`config.mk`:
```
export PLATFORM = sky130hd
export DESIGN_NAME = bcd2_seg_scan_flat
export DESIGN_NICKNAME = d
export VERILOG_FILES = /design/src/rtl/bcd2_seg_scan_if.sv /design/src/rtl/bcd2_seg_scan.sv /design/src/flat_wrapper.sv
export SDC_FILE = /design/constraint.sdc
export NUM_CORES = 1
export LEC_CHECK = 0
export CORE_MARGIN = 3
export CORE_UTILIZATION = 37
export DETAILED_ROUTE_END_ITERATION = 12
export DONT_BUFFER_PORTS = 1
export GPL_ROUTABILITY_DRIVEN = 0
export GPL_TIMING_DRIVEN = 0
export PLACE_DENSITY = 0.57
export SETUP_SLACK_MARGIN = 0.1
export SKIP_LAST_GASP = 1
export SYNTH_ARGS = -nofsm -noshare
export SYNTH_HDL_FRONTEND = slang
export SYNTH_SLANG_ARGS = --single-unit
```
`constraint.sdc`:
```
create_clock -name clk -period 4 [get_ports clk]
set_input_delay 0.4 -clock clk [delete_from_list [all_inputs] [get_ports clk]]
set_output_delay 0.4 -clock clk [all_outputs]
set_load 0.02 [all_outputs]
```
`src/rtl/bcd2_seg_scan_if.sv`:
```
// Display-side bundle for the two-digit scan driver: BCD in and scan enable
// from the counter side, segment bus, digit enables and status back out.
interface bcd2_seg_scan_if;
  logic       en;
  logic [7:0] bcd_in;
  logic [6:0] seg;
  logic [1:0] an;
  logic       frame_tick;
  logic       bcd_err;

  modport master (
    output en,
    output bcd_in,
    input  seg,
    input  an,
    input  frame_tick,
    input  bcd_err
  );

  modport slave (
    input  en,
    input  bcd_in,
    output seg,
    output an,
    output frame_tick,
    output bcd_err
  );
endinterface

```
`src/rtl/bcd2_seg_scan.sv`:
```
// Two-digit multiplexed 7-segment scanner: snapshots packed BCD once per frame,
// lights low then high digit with optional blanking gaps and leading-zero blanking.
module bcd2_seg_scan #(
  parameter int DIV_CYC        = 50000,
  parameter int BLANK_CYC      = 500,
  parameter int SEG_ACTIVE_LOW = 1,
  parameter int AN_ACTIVE_LOW  = 1,
  parameter int LZB            = 1
) (
  input  logic            clk,
  input  logic            reset,
  bcd2_seg_scan_if.slave  bus
);

  localparam int MAX_CYC = (DIV_CYC > BLANK_CYC) ? DIV_CYC : BLANK_CYC;
  localparam int CNT_W   = $clog2(MAX_CYC + 1);

  localparam logic [CNT_W-1:0] DIV_LAST   = CNT_W'(DIV_CYC - 1);
  localparam logic [CNT_W-1:0] BLANK_LAST = CNT_W'((BLANK_CYC > 0) ? (BLANK_CYC - 1) : 0);
  localparam logic [CNT_W-1:0] CNT_ZERO   = {CNT_W{1'b0}};
  localparam logic [CNT_W-1:0] CNT_ONE    = CNT_W'(1'b1);

  localparam logic       HAS_GAP = (BLANK_CYC != 0);
  localparam logic       LZB_ON  = (LZB != 0);
  localparam logic [6:0] SEG_OFF = (SEG_ACTIVE_LOW != 0) ? 7'h7F : 7'h00;
  localparam logic [1:0] AN_OFF  = (AN_ACTIVE_LOW != 0) ? 2'b11 : 2'b00;

  typedef enum logic [2:0] {
    IDLE    = 3'd0,
    SHOW_LO = 3'd1,
    GAP_LO  = 3'd2,
    SHOW_HI = 3'd3,
    GAP_HI  = 3'd4
  } state_t;

  // Active-high gfedcba glyph; anything above 9 shows a dash.
  function automatic logic [6:0] seg_decode(input logic [3:0] digit);
    logic [6:0] glyph;
    case (digit)
      4'd0:    glyph = 7'h3F;
      4'd1:    glyph = 7'h06;
      4'd2:    glyph = 7'h5B;
      4'd3:    glyph = 7'h4F;
      4'd4:    glyph = 7'h66;
      4'd5:    glyph = 7'h6D;
      4'd6:    glyph = 7'h7D;
      4'd7:    glyph = 7'h07;
      4'd8:    glyph = 7'h7F;
      4'd9:    glyph = 7'h6F;
      default: glyph = 7'h40;
    endcase
    return glyph;
  endfunction

  function automatic logic [6:0] seg_drive(input logic [6:0] glyph);
    return (SEG_ACTIVE_LOW != 0) ? ~glyph : glyph;
  endfunction

  function automatic logic [1:0] an_drive(input logic [1:0] lit_mask);
    return (AN_ACTIVE_LOW != 0) ? ~lit_mask : lit_mask;
  endfunction

  function automatic logic bcd_bad(input logic [7:0] packed_bcd);
    return (packed_bcd[7:4] > 4'd9) || (packed_bcd[3:0] > 4'd9);
  endfunction

  state_t           state_r;
  logic [CNT_W-1:0] cnt_r;
  logic [7:0]       snap_r;
  logic [6:0]       seg_r;
  logic [1:0]       an_r;
  logic             frame_tick_r;
  logic             bcd_err_r;

  state_t           next_state_s;
  logic [CNT_W-1:0] next_cnt_s;
  logic             enter_lo_s;
  logic [7:0]       next_snap_s;
  logic [6:0]       next_seg_s;
  logic [1:0]       next_an_s;
  logic             next_err_s;

  // Slot sequencing: advance only while enabled; a slot ends on its last count.
  always_comb begin
    next_state_s = state_r;
    next_cnt_s   = cnt_r;
    if (bus.en) begin
      case (state_r)
        IDLE: begin
          next_state_s = SHOW_LO;
          next_cnt_s   = CNT_ZERO;
        end
        SHOW_LO: begin
          if (cnt_r == DIV_LAST) begin
            next_state_s = HAS_GAP ? GAP_LO : SHOW_HI;
            next_cnt_s   = CNT_ZERO;
          end else begin
            next_cnt_s = cnt_r + CNT_ONE;
          end
        end
        GAP_LO: begin
          if (cnt_r == BLANK_LAST) begin
            next_state_s = SHOW_HI;
            next_cnt_s   = CNT_ZERO;
          end else begin
            next_cnt_s = cnt_r + CNT_ONE;
          end
        end
        SHOW_HI: begin
          if (cnt_r == DIV_LAST) begin
            next_state_s = HAS_GAP ? GAP_HI : SHOW_LO;
            next_cnt_s   = CNT_ZERO;
          end else begin
            next_cnt_s = cnt_r + CNT_ONE;
          end
        end
        GAP_HI: begin
          if (cnt_r == BLANK_LAST) begin
            next_state_s = SHOW_LO;
            next_cnt_s   = CNT_ZERO;
          end else begin
            next_cnt_s = cnt_r + CNT_ONE;
          end
        end
        default: begin
          next_state_s = IDLE;
          next_cnt_s   = CNT_ZERO;
        end
      endcase
    end else begin
      next_state_s = state_r;
      next_cnt_s   = cnt_r;
    end
  end

  // Output values for the slot being entered, so outputs track state with no lag.
  always_comb begin
    enter_lo_s  = bus.en && (next_state_s == SHOW_LO) && (state_r != SHOW_LO);
    next_snap_s = enter_lo_s ? bus.bcd_in : snap_r;
    next_err_s  = enter_lo_s ? bcd_bad(bus.bcd_in) : bcd_err_r;
    next_seg_s  = SEG_OFF;
    next_an_s   = AN_OFF;
    if (bus.en) begin
      case (next_state_s)
        SHOW_LO: begin
          next_seg_s = seg_drive(seg_decode(next_snap_s[3:0]));
          next_an_s  = an_drive(2'b01);
        end
        SHOW_HI: begin
          // A blanked leading zero keeps its slot time, just unlit.
          if (LZB_ON && (next_snap_s[7:4] == 4'h0)) begin
            next_seg_s = SEG_OFF;
            next_an_s  = AN_OFF;
          end else begin
            next_seg_s = seg_drive(seg_decode(next_snap_s[7:4]));
            next_an_s  = an_drive(2'b10);
          end
        end
        default: begin
          next_seg_s = SEG_OFF;
          next_an_s  = AN_OFF;
        end
      endcase
    end else begin
      next_seg_s = SEG_OFF;
      next_an_s  = AN_OFF;
    end
  end

  // Scan state, snapshot and registered display outputs.
  always_ff @(posedge clk or posedge reset) begin
    if (reset) begin
      state_r      <= IDLE;
      cnt_r        <= CNT_ZERO;
      snap_r       <= 8'h00;
      seg_r        <= SEG_OFF;
      an_r         <= AN_OFF;
      frame_tick_r <= 1'b0;
      bcd_err_r    <= 1'b0;
    end else begin
      state_r      <= next_state_s;
      cnt_r        <= next_cnt_s;
      snap_r       <= next_snap_s;
      seg_r        <= next_seg_s;
      an_r         <= next_an_s;
      frame_tick_r <= enter_lo_s;
      bcd_err_r    <= next_err_s;
    end
  end

  assign bus.seg        = seg_r;
  assign bus.an         = an_r;
  assign bus.frame_tick = frame_tick_r;
  assign bus.bcd_err    = bcd_err_r;

endmodule

```
`src/flat_wrapper.sv`:
```
// flat-port wrapper written by rule: the top's interface ports become plain ports
module bcd2_seg_scan_flat 
#(
  parameter int DIV_CYC        = 50000,
  parameter int BLANK_CYC      = 500,
  parameter int SEG_ACTIVE_LOW = 1,
  parameter int AN_ACTIVE_LOW  = 1,
  parameter int LZB            = 1
)
  (clk, reset, bus_en, bus_bcd_in, bus_seg, bus_an, bus_frame_tick, bus_bcd_err);
  bcd2_seg_scan_if bus_i ();
  input  logic clk;
  input  logic reset;
  input wire logic [$bits(bus_i.en)-1:0] bus_en;
  input wire logic [$bits(bus_i.bcd_in)-1:0] bus_bcd_in;
  output wire logic [$bits(bus_i.seg)-1:0] bus_seg;
  output wire logic [$bits(bus_i.an)-1:0] bus_an;
  output wire logic [$bits(bus_i.frame_tick)-1:0] bus_frame_tick;
  output wire logic [$bits(bus_i.bcd_err)-1:0] bus_bcd_err;
  assign bus_i.en = bus_en;
  assign bus_i.bcd_in = bus_bcd_in;
  assign bus_seg = bus_i.seg;
  assign bus_an = bus_i.an;
  assign bus_frame_tick = bus_i.frame_tick;
  assign bus_bcd_err = bus_i.bcd_err;
  bcd2_seg_scan #(.DIV_CYC(DIV_CYC), .BLANK_CYC(BLANK_CYC), .SEG_ACTIVE_LOW(SEG_ACTIVE_LOW), .AN_ACTIVE_LOW(AN_ACTIVE_LOW), .LZB(LZB)) u_core (.clk(clk), .reset(reset), .bus(bus_i));
endmodule
```
[After elaboration in Yosys (flattened, before gate mapping)]
Memories as Yosys holds them, arrays and structs flattened.
Index checks and enable logic that the tools add are counted.
Operators by class
  add/sub/neg operators: 1
  order comparisons: 2
  eq/ne operators: 9
  muxes and demuxes: 21
  bitwise gates (word level): 2
  reductions and logical operators: 7
Operators with widths (count)
  7-bit 2-to-1 mux: 7
  16-bit 2-to-1 mux: 2
  16-bit one-hot mux with 2 select lines: 1
  16-bit by 1-bit adder with 16-bit output, second input constant: 1
  16-bit == test, second input constant: 1
  16-bit by 9-bit == test with 1-bit output, second input constant: 1
  3-bit 2-to-1 mux: 5
  3-bit one-hot mux with 5 select lines: 1
  7-bit inverter: 2
  7-bit one-hot mux with 2 select lines: 1
  3-bit by 2-bit == test with 1-bit output, second input constant: 3
  4-bit greater-than comparator, second input constant: 2
  8-bit 2-to-1 mux: 1
  3-bit by 1-bit == test with 1-bit output, second input constant: 2
  4-bit logical NOT: 1
  2-bit 2-to-1 mux: 2
  2-bit one-hot mux with 2 select lines: 1
  2-bit OR reduction: 2
  3-bit == test, second input constant: 1
  3-bit logical NOT: 1
  3-bit by 1-bit != test with 1-bit output, second input constant: 1
  1-bit logical AND: 2
  1-bit logical OR: 1
Storage, ports and cells
  register bits after elaboration: 38
  ROM bits: 224
  input port bits: 11
  logic and storage cells: 51
  memories kept: 2
Memory list
  (no name shown): depth 16, width 7, read ports 1, clocked after Yosys merged registers in 0, write ports 0, RTL line bcd2_seg_scan.sv:39  | case (digit)
  (no name shown): depth 16, width 7, read ports 1, clocked after Yosys merged registers in 0, write ports 0, RTL line bcd2_seg_scan.sv:39

[Depth between registers and ports, before layout]
Gate-level depths: netlist of the first run.
  depth in word-level cells: 16
  gate-level depth with buffers: 13
  gate-level depth less buffers: 12

[Worst setup path before layout of the first run]
No wires, ideal clock.
  path kind: reg2reg
  start: register u_core.cnt_r[15]
  end: register u_core.seg_r[3], in the netlist u_core.bus.seg[3]
  library setup time: 0.096 ns
  data arrival time: 3.083 ns
  required time: 3.904 ns
  slack: 0.821 ns
  cell stages (with the launch flop): 12
  buffers on the path: 1
  clock period less this slack: 3.179 ns
  cell sequence: dfrtp_1 -> or4_4 -> nor4_1 -> a21oi_2 -> inv_2 -> buf_4 -> mux2i_1 -> inv_1 -> ha_1 -> and4_1 -> a211oi_1 -> o221ai_1
On the way
  elaborated cells on any way between the ends: 26
  those cells by class: eq/ne (4); mux (15); bitwise (2); reduce/logical (3); memory (2)
RTL lines
  start: declaration: RTL line bcd2_seg_scan.sv:68  | logic [CNT_W-1:0] cnt_r;
  start signal: assignment: RTL line bcd2_seg_scan.sv:182  | cnt_r <= next_cnt_s;
  16-bit by 9-bit == test with 1-bit output / 16-bit == test (equally long branches)
  3-bit 2-to-1 mux (on tied branches)
  3-bit one-hot mux with 5 select lines *: RTL line bcd2_seg_scan.sv:88  | case (state_r)
  3-bit 2-to-1 mux *: RTL line bcd2_seg_scan.sv:87  | if (bus.en) begin
  3-bit by 1-bit == test with 1-bit output *: RTL line bcd2_seg_scan.sv:138  | enter_lo_s = bus.en && (next_state_s == SHOW_LO) && (state_r != SHOW_LO);
  1-bit logical AND * (2 in series): RTL line bcd2_seg_scan.sv:138
  named net u_core.enter_lo_s: RTL line bcd2_seg_scan.sv:77  | logic enter_lo_s;
  8-bit 2-to-1 mux *: RTL line bcd2_seg_scan.sv:139  | next_snap_s = enter_lo_s ? bus.bcd_in : snap_r;
  named net u_core.next_snap_s[0]: RTL line bcd2_seg_scan.sv:78  | logic [7:0] next_snap_s;
  memory 16 x 7 bit *
  7-bit 2-to-1 mux *: RTL line bcd2_seg_scan.sv:144  | case (next_state_s)
  7-bit 2-to-1 mux *: RTL line bcd2_seg_scan.sv:143  | if (bus.en) begin
  7-bit inverter *: RTL line bcd2_seg_scan.sv:56  | return (SEG_ACTIVE_LOW != 0) ? ~glyph : glyph;
  7-bit one-hot mux with 2 select lines *: RTL line bcd2_seg_scan.sv:144
  7-bit 2-to-1 mux *: RTL line bcd2_seg_scan.sv:143
  named net u_core.next_seg_s[3]: RTL line bcd2_seg_scan.sv:79  | logic [6:0] next_seg_s;
  end signal: assignment: RTL line bcd2_seg_scan.sv:184  | seg_r <= next_seg_s;
  end: declaration: RTL line bcd2_seg_scan.sv:70  | logic [6:0] seg_r;
Mark *: on every way through the listed nets, which the timed path passes. The rest lies on a longest branch. The select of a mux whose other input is x is not followed.
A chain may end at the register's enable or synchronous reset.

[Worst setup path in the final report of the first run]
Ends and elaborated chain as after synthesis.

==> results of run 1 <==
[flip-flops by register name, summed over array words and instances, names as in the netlist]
name                   cells
u_core.bus.frame_tick      1
u_core.state_r             3
u_core.bus.bcd_err         1
u_core.cnt_r              16
u_core.snap_r              8
u_core.bus.seg             7
u_core.bus.an              2
[where the power goes]
group	switching, mW	leakage [nW]	internal [mW]
logic	0.444	0.615	0.277
registers	0.134	0.468	0.518
clock network	0.139	0.0579	0.184
total	0.717	1.14	0.979
[final cells by class]
class | instances | share of cell area
plain buffers | 15 | 0.0220
clock buffers | 5 | 0.0252
clock inverters | 3 | 0.0147
inverters | 18 | 0.0247
multi-input cells | 209 | 0.526
flip-flops and latches | 38 | 0.352
well taps | 77 | 0.0353
[metrics by stage]
step                      hold WS [ns]  setup WS [ns]
after floorplan                  0.483          0.821
after global placement           0.519         0.0775
after detailed placement         0.488          0.132
after CTS                        0.173          0.353
after global routing             0.216          0.130
final                            0.143          0.325
[cell families after synthesis]
| logic type | share of synthesized area |
|---|---|
| AOI/OAI and AO/OA | 0.155 |
| xor gates and xnor gates | 0.0522 |
| adders and majority gates | 0.0537 |
| buffers and inverters | 0.0507 |
| DFF | 0.382 |
| muxes | 0.0695 |
| and+or+nand+nor | 0.237 |
[worst paths after layout]
check	cells past startpoint	startpoint	endpoint
min	1	reset	u_core.state_r[0]$_DFF_PP0_
min reg2reg	1	u_core.cnt_r[1]$_DFFE_PP0P_	u_core.cnt_r[1]$_DFFE_PP0P_
max	11	u_core.cnt_r[15]$_DFFE_PP0P_	u_core.bus.seg[3]$_DFF_PP1_
min in group clk	2	bus_bcd_in[4]	u_core.snap_r[4]$_DFF_PP0_
max in group asynchronous	1	reset	u_core.cnt_r[2]$_DFFE_PP0P_
max reg2reg	11	u_core.cnt_r[15]$_DFFE_PP0P_	u_core.bus.seg[3]$_DFF_PP1_
[cell usage in the layout (no fill, tap or decap), types with 2 or more instances in the layout]
cell type	count
ha_1	10
nor3_1	8
dfstp_2	9
nand2b_1	3
a211oi_1	5
nor2_1	34
o21ai_0	13
nand3_1	8
nor4b_1	5
clkbuf_8	5
inv_1	15
and4_1	4
a31oi_1	2
or3_1	5
o211ai_1	6
clkinv_2	2
o2bb2ai_1	3
o31ai_1	4
mux2_2	4
nand2_1	17
dfrtp_1	29
inv_2	3
nor3b_1	3
mux2i_1	13
nand4_1	6
a21o_1	2
clkbuf_1	14
o221ai_1	2
or4_4	3
a21oi_1	8
xor2_1	8
nor4_1	4
nor2b_1	3
xnor2_1	7
[layer usage]
| metal | track usage | up-vias |
|---|---|---|
| met2 | 0.225 | 37 |
| met4 | 0.0412 | 0 |
| li1 | - | 1022 |
| met3 | 0.0326 | 5 |
| met5 | 0 | - |
| met1 | 0.246 | 1033 |
[critical path, stage by stage (launching register included)]
cell and delay [ns]:
dfrtp_1 0.42, or4_4 0.56, nor4_2 0.52, a21oi_2 0.24, inv_2 0.16, buf_4 0.21
mux2i_1 0.45, inv_1 0.16, ha_1 0.22, and4_1 0.16, a211oi_1 0.28, o221ai_1 0.19
==> flow_metrics.env, run 1 <==
export IMPL_status="complete, no violations"
export IMPL_synth_avg_cell_area_sq_um=9.00
export IMPL_skew_ns=0.0109
export IMPL_yosysTopAreaCell="dfrtp_1"
export IMPL_clkLatencyLatePin_ns=0.29
export IMPL_fin_crit_ns=3.68
export IMPL_fin_tns_setup_ns=0
export IMPL_postCtsResizedCells=1
export IMPL_wl_met1_mm=3.12
export IMPL_nNetsFinal=308
export IMPL_syn_instance_count=280
export IMPL_rsz0062_at_grt="no"
export IMPL_portBuffers=0
export IMPL_drive_above_1_share=0.115
export IMPL_hold_viol=0
export IMPL_yosys_top_cells_area="dfrtp_1 29%, dfstp_2 9.4%, mux2i_1 5.2%"
export IMPL_drt_iter0_drc=126
export IMPL_fin_area_sq_um=2730
export IMPL_drt_vias_per_instance=5.75
export IMPL_drv_cap=0
export IMPL_grt_pass1_vias=1950
export IMPL_clk_pin_slew_ns=0.09
export IMPL_dpl_hpwl_mm=4.26
export IMPL_core_region_area_sq_um=6460
export IMPL_critPathRequiredTime_ns=4.18
export IMPL_multi_input_area_sq_um=1440
export IMPL_synth_top_cell_area_share=0.288
export IMPL_r2r_slack_ns=0.32
export IMPL_die_area_sq_um=7830
export IMPL_dp_cells=357
export IMPL_slew_headroom=0.461
export IMPL_dpl_instance_area_sq_um=2620
export IMPL_syn_nets=301
export IMPL_synth_area_sq_um=2520
export IMPL_hp_class="in -> async"
export IMPL_synthFlopType="dfrtp_1"
export IMPL_grt_overflow=0
export IMPL_cp_start_kind="flip-flop"
export IMPL_grt_pass1_wl_mm=9.83
export IMPL_synth_edff_count=0
export IMPL_yosysWarnings=0
export IMPL_pin_count=22
export IMPL_grt_usage=0.159
export IMPL_worstPathArrival_ns=3.85
export IMPL_rows=29
export IMPL_ys_seq_elements=38
export IMPL_cts_tree="built"
export IMPL_cts_buffers=5
export IMPL_worstSetupEndpointType="flip-flop"
export IMPL_grt_max_degree=39
export IMPL_final_cells=365
export IMPL_die_h_um=88.5
export IMPL_areaGrowthSynthToFinish_pct=8.40
export IMPL_final_antenna_net_count=0
export IMPL_power_density_nw_per_um2=621
export IMPL_fillers=646
export IMPL_post_route_drc_count=0
export IMPL_cp_max_fo=10
export IMPL_start_util=0.390
export IMPL_setup_viol=0
export IMPL_cts_root_buf="clkbuf_8"
export IMPL_antenna_cells=0
export IMPL_vias=2097
export IMPL_peakVddDrop_mv=0.188
export IMPL_ys_seq_area_frac=0.382
export IMPL_cellLeakagePower_nw=1.14
export IMPL_regArea_sq_um=962
export IMPL_antenna_found_initial=0
export IMPL_met3WireLength_um=166
export IMPL_post_synth_top_count_cell="nor2_1"
export IMPL_slew_viol_final=0
export IMPL_first_pass_iters=6
export IMPL_fin_util=0.423
export IMPL_tightest_slew_ns=0.807
export IMPL_synthArstFlopShare=1.00
export IMPL_wl_met2_mm=2.47
export IMPL_wl_per_cell_um=15.9
export IMPL_drt_wl_total_mm=5.82
export IMPL_cts_hold_buf=0
export IMPL_htreeDepth=2
export IMPL_path_class="reg -> reg"
export IMPL_fmax_mhz=272
export IMPL_fp_dieW_um=88.5
export IMPL_postCtsSetupBuffers=0
export IMPL_power_mw=1.70
export IMPL_cts_sinks=38
export IMPL_highest_layer="met4"
export IMPL_clk_path_buf_depth=2
export IMPL_netlist_top_cells_count="34 x nor2_1, 29 x dfrtp_1, 17 x nand2_1, 16 x inv_1, 14 x clkbuf_1"
export IMPL_ys_types=51
export IMPL_post_route_period_util=0.919
(Power assumes the default switching activity.)
==> inputs of run 2 (changes only) <==
--- a/config.mk
+++ b/config.mk
@@ -12,6 +12,7 @@
 export GPL_ROUTABILITY_DRIVEN = 0
 export GPL_TIMING_DRIVEN = 0
 export PLACE_DENSITY = 0.57
+export RECOVER_POWER = 25
 export SETUP_SLACK_MARGIN = 0.1
 export SKIP_LAST_GASP = 1
 export SYNTH_ARGS = -nofsm -noshare
==> flow_metrics.env, run 2 (synthesis gave the netlist of run 1 again) <==
export IMPL_clk_path_buf_depth=2
export IMPL_drt_wl_total_mm=5.81
export IMPL_fin_area_sq_um=2730
export IMPL_worstPathArrival_ns=3.86
export IMPL_start_util=0.390
export IMPL_sequentialPowerShare=0.384
export IMPL_postCtsResizedCells=1
export IMPL_worstSetupEndpointType="flip-flop"
export IMPL_status="complete, no violations"
export IMPL_wl_met2_mm=2.47
export IMPL_cts_hold_buf=0
export IMPL_post_route_drc_count=0
export IMPL_slew_headroom=0.0307
export IMPL_slew_viol_final=0
export IMPL_vias=2098
export IMPL_cp_start_kind="flip-flop"
export IMPL_hp_class="in -> reg"
export IMPL_dp_cells=357
export IMPL_critPathRequiredTime_ns=4.18
export IMPL_areaGrowthSynthToFinish_pct=8.40
export IMPL_rsz0062_at_grt="no"
export IMPL_antenna_cells=0
export IMPL_tightest_slew_ns=1.45
export IMPL_p_int_mw=0.979
export IMPL_htreeDepth=2
export IMPL_pin_count=22
export IMPL_fin_util=0.423
export IMPL_clk_pin_slew_ns=0.07
export IMPL_clkLatencyLatePin_ns=0.29
export IMPL_postCtsSetupBuffers=0
export IMPL_p_switching_mw=0.717
export IMPL_drt_vias_per_instance=5.75
export IMPL_fin_tns_setup_ns=0
export IMPL_final_common_cell="nor2_1"
export IMPL_first_pass_iters=6
export IMPL_final_antenna_net_count=0
export IMPL_fmax_mhz=272
export IMPL_drv_cap=0
export IMPL_antenna_found_initial=0
export IMPL_nNetsFinal=308
export IMPL_wl_per_cell_um=15.9
export IMPL_path_class="reg -> reg"
export IMPL_fp_dieW_um=88.5
export IMPL_dpl_instance_area_sq_um=2620
export IMPL_cts_root_buf="clkbuf_8"
export IMPL_met3WireLength_um=173
export IMPL_grt_max_degree=39
export IMPL_drive_above_1_share=0.111
export IMPL_portBuffers=0
export IMPL_post_route_period_util=0.919
export IMPL_cellLeakagePower_nw=1.14
export IMPL_highest_layer="met4"
export IMPL_final_cells=365
export IMPL_largest_reg_flops=16
export IMPL_cts_tree="built"
export IMPL_comb_power_share=0.426
export IMPL_layout_common_cells="34 x nor2_1, 29 x dfrtp_1, 17 x nand2_1"
export IMPL_power_density_nw_per_um2=621
export IMPL_hold_viol=0
export IMPL_skew_ns=0.0109
export IMPL_cts_sinks=38
export IMPL_core_region_area_sq_um=6460
export IMPL_grt_usage=0.159
export IMPL_grt_pass1_vias=1950
export IMPL_dpl_hpwl_mm=4.26
export IMPL_hold_slack_ns=0.242
export IMPL_wl_met1_mm=3.11
export IMPL_drt_iter0_drc=127
export IMPL_peakVddDrop_mv=0.188
export IMPL_rows=29
export IMPL_clkPwrFrac=0.190
export IMPL_largest_register="u_core.cnt_r"
export IMPL_die_area_sq_um=7830
export IMPL_fin_crit_ns=3.68
export IMPL_cp_max_fo=10
export IMPL_setup_viol=0
export IMPL_die_h_um=88.5
export IMPL_cts_buffers=5
export IMPL_grt_overflow=0
export IMPL_grt_pass1_wl_mm=9.83
export IMPL_switching_share=0.423
## run 2: cell counts in the layout (fill, tap and decap cells not counted)
Identical to the previous run, type by type.
## run 2: metal layers
layer / global-route usage / vias up
li1: - / 1022
met1: 0.246 / 1031
met2: 0.225 / 40
met3: 0.0326 / 5
met4: 0.0412 / 0
met5: 0 / -
## run 2: final cells by class
| cell class | instances | area, sq um |
|---|---|---|
| Fill cell | 646 | 3730 |
| Multi-Input combinational cell | 209 | 1440 |
| Sequential cell | 38 | 962 |
| Tap cell | 77 | 96.3 |
| Clock buffer | 5 | 68.8 |
| Inverter | 18 | 67.6 |
| Buffer | 15 | 60.1 |
| Clock inverter | 3 | 40.0 |
## run 2: path summary, 6_finish.rpt
path                                                   start  cells past startpoint                     endpoint  slack, ns
worst max register to register  u_core.cnt_r[15]$_DFFE_PP0P_                     11  u_core.bus.seg[3]$_DFF_PP1_       0.32
max in group asynchronous                              reset                      1  u_core.cnt_r[2]$_DFFE_PP0P_       2.72
worst min register to register   u_core.cnt_r[1]$_DFFE_PP0P_                      1  u_core.cnt_r[1]$_DFFE_PP0P_       0.55
min in group asynchronous                              reset                      1  u_core.state_r[0]$_DFF_PP0_       0.43
worst min-delay path                           bus_bcd_in[4]                      2   u_core.snap_r[4]$_DFF_PP0_       0.24
worst max-delay path            u_core.cnt_r[15]$_DFFE_PP0P_                     11  u_core.bus.seg[3]$_DFF_PP1_       0.32
## run 2: stage by stage
step,total power [mW],worst slack [ns]
finish,1.70,0.323
global route,1.84,0.130
CTS,1.71,0.353
detailed placement,1.37,0.132
global placement,1.36,0.0775
floorplan,1.19,0.821
## run 2: critical path, stage by stage, from the launching register on
cell	delay, ns
dfrtp_1	0.42
or4_4	0.56
nor4_2	0.52
a21oi_2	0.24
inv_2	0.16
buf_4	0.21
mux2i_1	0.45
inv_1	0.16
ha_1	0.22
and4_1	0.16
a211oi_1	0.28
o221ai_1	0.19
## run 2: power by group through the flow
stage / Combinational (mW) / Sequential, mW / Clock [mW]
after floorplan: 0.558 / 0.632 / 0
after global placement: 0.711 / 0.654 / 0
after detailed placement: 0.713 / 0.657 / 0
after CTS: 0.719 / 0.652 / 0.337
after global routing: 0.816 / 0.672 / 0.352
final: 0.722 / 0.651 / 0.323
==> inputs of run 3 (changes only) <==
--- a/config.mk
+++ b/config.mk
@@ -5,6 +5,7 @@
 export SDC_FILE = /design/constraint.sdc
 export NUM_CORES = 1
 export LEC_CHECK = 0
+export CORE_ASPECT_RATIO = 0.5
 export CORE_MARGIN = 3
 export CORE_UTILIZATION = 37
 export DETAILED_ROUTE_END_ITERATION = 12
==> flow_metrics.env, run 3 (synthesis gave the netlist of run 1 again) <==
export IMPL_status="complete, no violations"
export IMPL_cts_tree="built"
export IMPL_power_density_nw_per_um2=642
export IMPL_slew_viol_final=0
export IMPL_largest_register="u_core.cnt_r"
export IMPL_fin_crit_ns=3.57
export IMPL_critPathRequiredTime_ns=4.17
export IMPL_dpl_instance_area_sq_um=2630
export IMPL_grt_usage=0.160
export IMPL_path_cells="or4_4, nor4_2, a21oi_2, inv_2, buf_4, mux2i_1, inv_1, ha_1, and4_1, a211oi_1, o221ai_1"
export IMPL_cp_max_fo=10
export IMPL_post_route_period_util=0.892
export IMPL_whs_path_depth=2
export IMPL_holdPathEnd="u_core.snap_r[4]$_DFF_PP0_"
export IMPL_hold_slack_ns=0.260
export IMPL_htreeDepth=2
export IMPL_core_region_area_sq_um=6330
export IMPL_path_class="reg -> reg"
export IMPL_grt_pass1_wl_mm=10.0
export IMPL_r2r_start="u_core.cnt_r[2]$_DFFE_PP0P_"
export IMPL_start_util=0.398
export IMPL_reg2reg_depth=11
export IMPL_die_h_um=64.3
export IMPL_r2r_slack_ns=0.43
export IMPL_grt_met2_usage=0.256
export IMPL_clk_path_buf_depth=2
export IMPL_largest_reg_flops=16
export IMPL_hp_class="in -> reg"
export IMPL_vias=2081
export IMPL_postCtsSetupBuffers=0
export IMPL_cts_root_buf="clkbuf_16"
export IMPL_clkLatencyLatePin_ns=0.28
export IMPL_drive_above_1_share=0.111
export IMPL_busiest_layer="met2"
export IMPL_nNetsFinal=308
export IMPL_areaGrowthSynthToFinish_pct=11.2
export IMPL_cellLeakagePower_nw=1.17
export IMPL_critPathLaunch="u_core.cnt_r[2]$_DFFE_PP0P_"
export IMPL_drt_vias_per_instance=5.53
export IMPL_rsz0062_at_grt="no"
export IMPL_dpl_hpwl_mm=4.37
export IMPL_cts_hold_buf=0
export IMPL_fin_tns_setup_ns=0
export IMPL_slew_headroom=0.0356
export IMPL_r2r_end="u_core.bus.seg[3]$_DFF_PP1_"
export IMPL_fmax_mhz=280
export IMPL_portBuffers=0
export IMPL_antenna_cells=0
export IMPL_layout_common_cells="34 x nor2_1, 29 x dfrtp_1, 17 x nand2_1"
export IMPL_cts_buffers=5
export IMPL_die_area_sq_um=7890
export IMPL_worstPathArrival_ns=3.74
export IMPL_met3_usage=0.0513
export IMPL_antenna_found_initial=0
export IMPL_grt_max_degree=39
export IMPL_rows=20
export IMPL_drt_iter0_drc=143
export IMPL_cp_top_family="simple AND/OR/NAND/NOR gates"
export IMPL_final_antenna_net_count=0
export IMPL_gr_usage_met1=0.215
export IMPL_fp_dieW_um=123
export IMPL_final_common_cell="nor2_1"
export IMPL_cp_start_kind="flip-flop"
export IMPL_first_pass_iters=4
export IMPL_wl_per_cell_um=15.6
export IMPL_min_from="bus_bcd_in[4]"
export IMPL_crit_buf_inv=3
export IMPL_setup_viol=0
export IMPL_pin_count=22
export IMPL_grt_overflow=0
export IMPL_peakVddDrop_mv=0.196
export IMPL_drv_cap=0
export IMPL_fin_area_sq_um=2800
export IMPL_skew_ns=0.00361
export IMPL_worst_path_largest_cell_delay_ns=0.51
export IMPL_post_route_drc_count=0
export IMPL_cpMaxStageDelayCell="or4_4"
export IMPL_worstSetupEndpointType="flip-flop"
export IMPL_cts_sinks=38
export IMPL_hold_viol=0
export IMPL_tightest_slew_ns=1.45
export IMPL_clk_pin_slew_ns=0.06
export IMPL_drt_wl_total_mm=5.85
export IMPL_grt_pass1_vias=2068
export IMPL_postCtsResizedCells=0
## run 3: cell count changes in the layout (fill, tap and decap cells not counted), sizes merged
cell,delta
clkinv,-2
bufinv,-1
clkbuf,+3
## run 3: worst max path at each step
| stage | depth (start not counted) | to | slack [ns] |
|---|---|---|---|
| 4_1_cts | 11 | u_core.bus.seg[3]$_DFF_PP1_ | 0.15 |
| 3_5_place_dp | 11 | u_core.bus.seg[3]$_DFF_PP1_ | 0.15 |
| 2_1_floorplan | 11 | u_core.bus.seg[3]$_DFF_PP1_ | 0.82 |
| 5_1_grt | 11 | u_core.bus.seg[3]$_DFF_PP1_ | 0.12 |
| 3_3_place_gp | 11 | u_core.bus.seg[0]$_DFF_PP1_ | 0.23 |
| 6_report | 11 | u_core.bus.seg[3]$_DFF_PP1_ | 0.43 |
## run 3: per-layer routing
| metal | vias to the layer above | routed length [um] |
|---|---|---|
| li1 | 1024 | - |
| met1 | 1021 | 2840 |
| met2 | 32 | 2720 |
| met3 | 4 | 257 |
| met4 | 0 | 28 |
| met5 | - | 0 |
## run 3: per-stage QoR
step                power, mW   util  cells  worst slack [ns]
floorplan                1.19      -    280             0.821
global placement         1.35  0.415    368             0.231
detailed placement       1.37  0.415    368             0.152
CTS                      1.81  0.442    376             0.152
global route             1.94  0.442    376             0.120
finish                   1.80  0.442    376             0.433
## run 3: area by class of cell
type                    instances  area, sq um
well taps                      88          110
fillers                       625         3530
clock buffers                   8          166
multi-input cells             209         1440
flip-flops and latches         38          962
inverters                      18         67.6
plain buffers                  15         60.1
## run 3: worst reg2reg max path: stages (launching register included)
cell,delay [ns]
dfrtp_1,0.45
or4_4,0.51
nor4_2,0.47
a21oi_2,0.25
inv_2,0.17
buf_4,0.22
mux2i_1,0.45
inv_1,0.15
ha_1,0.22
and4_1,0.16
a211oi_1,0.25
o221ai_1,0.17
## run 3: power by group
part           leakage (nW)  switching [mW]  internal [mW]
clock                0.0832           0.144          0.282
combinational         0.616           0.443          0.276
sequential            0.468           0.135          0.519
total                  1.17           0.722           1.08
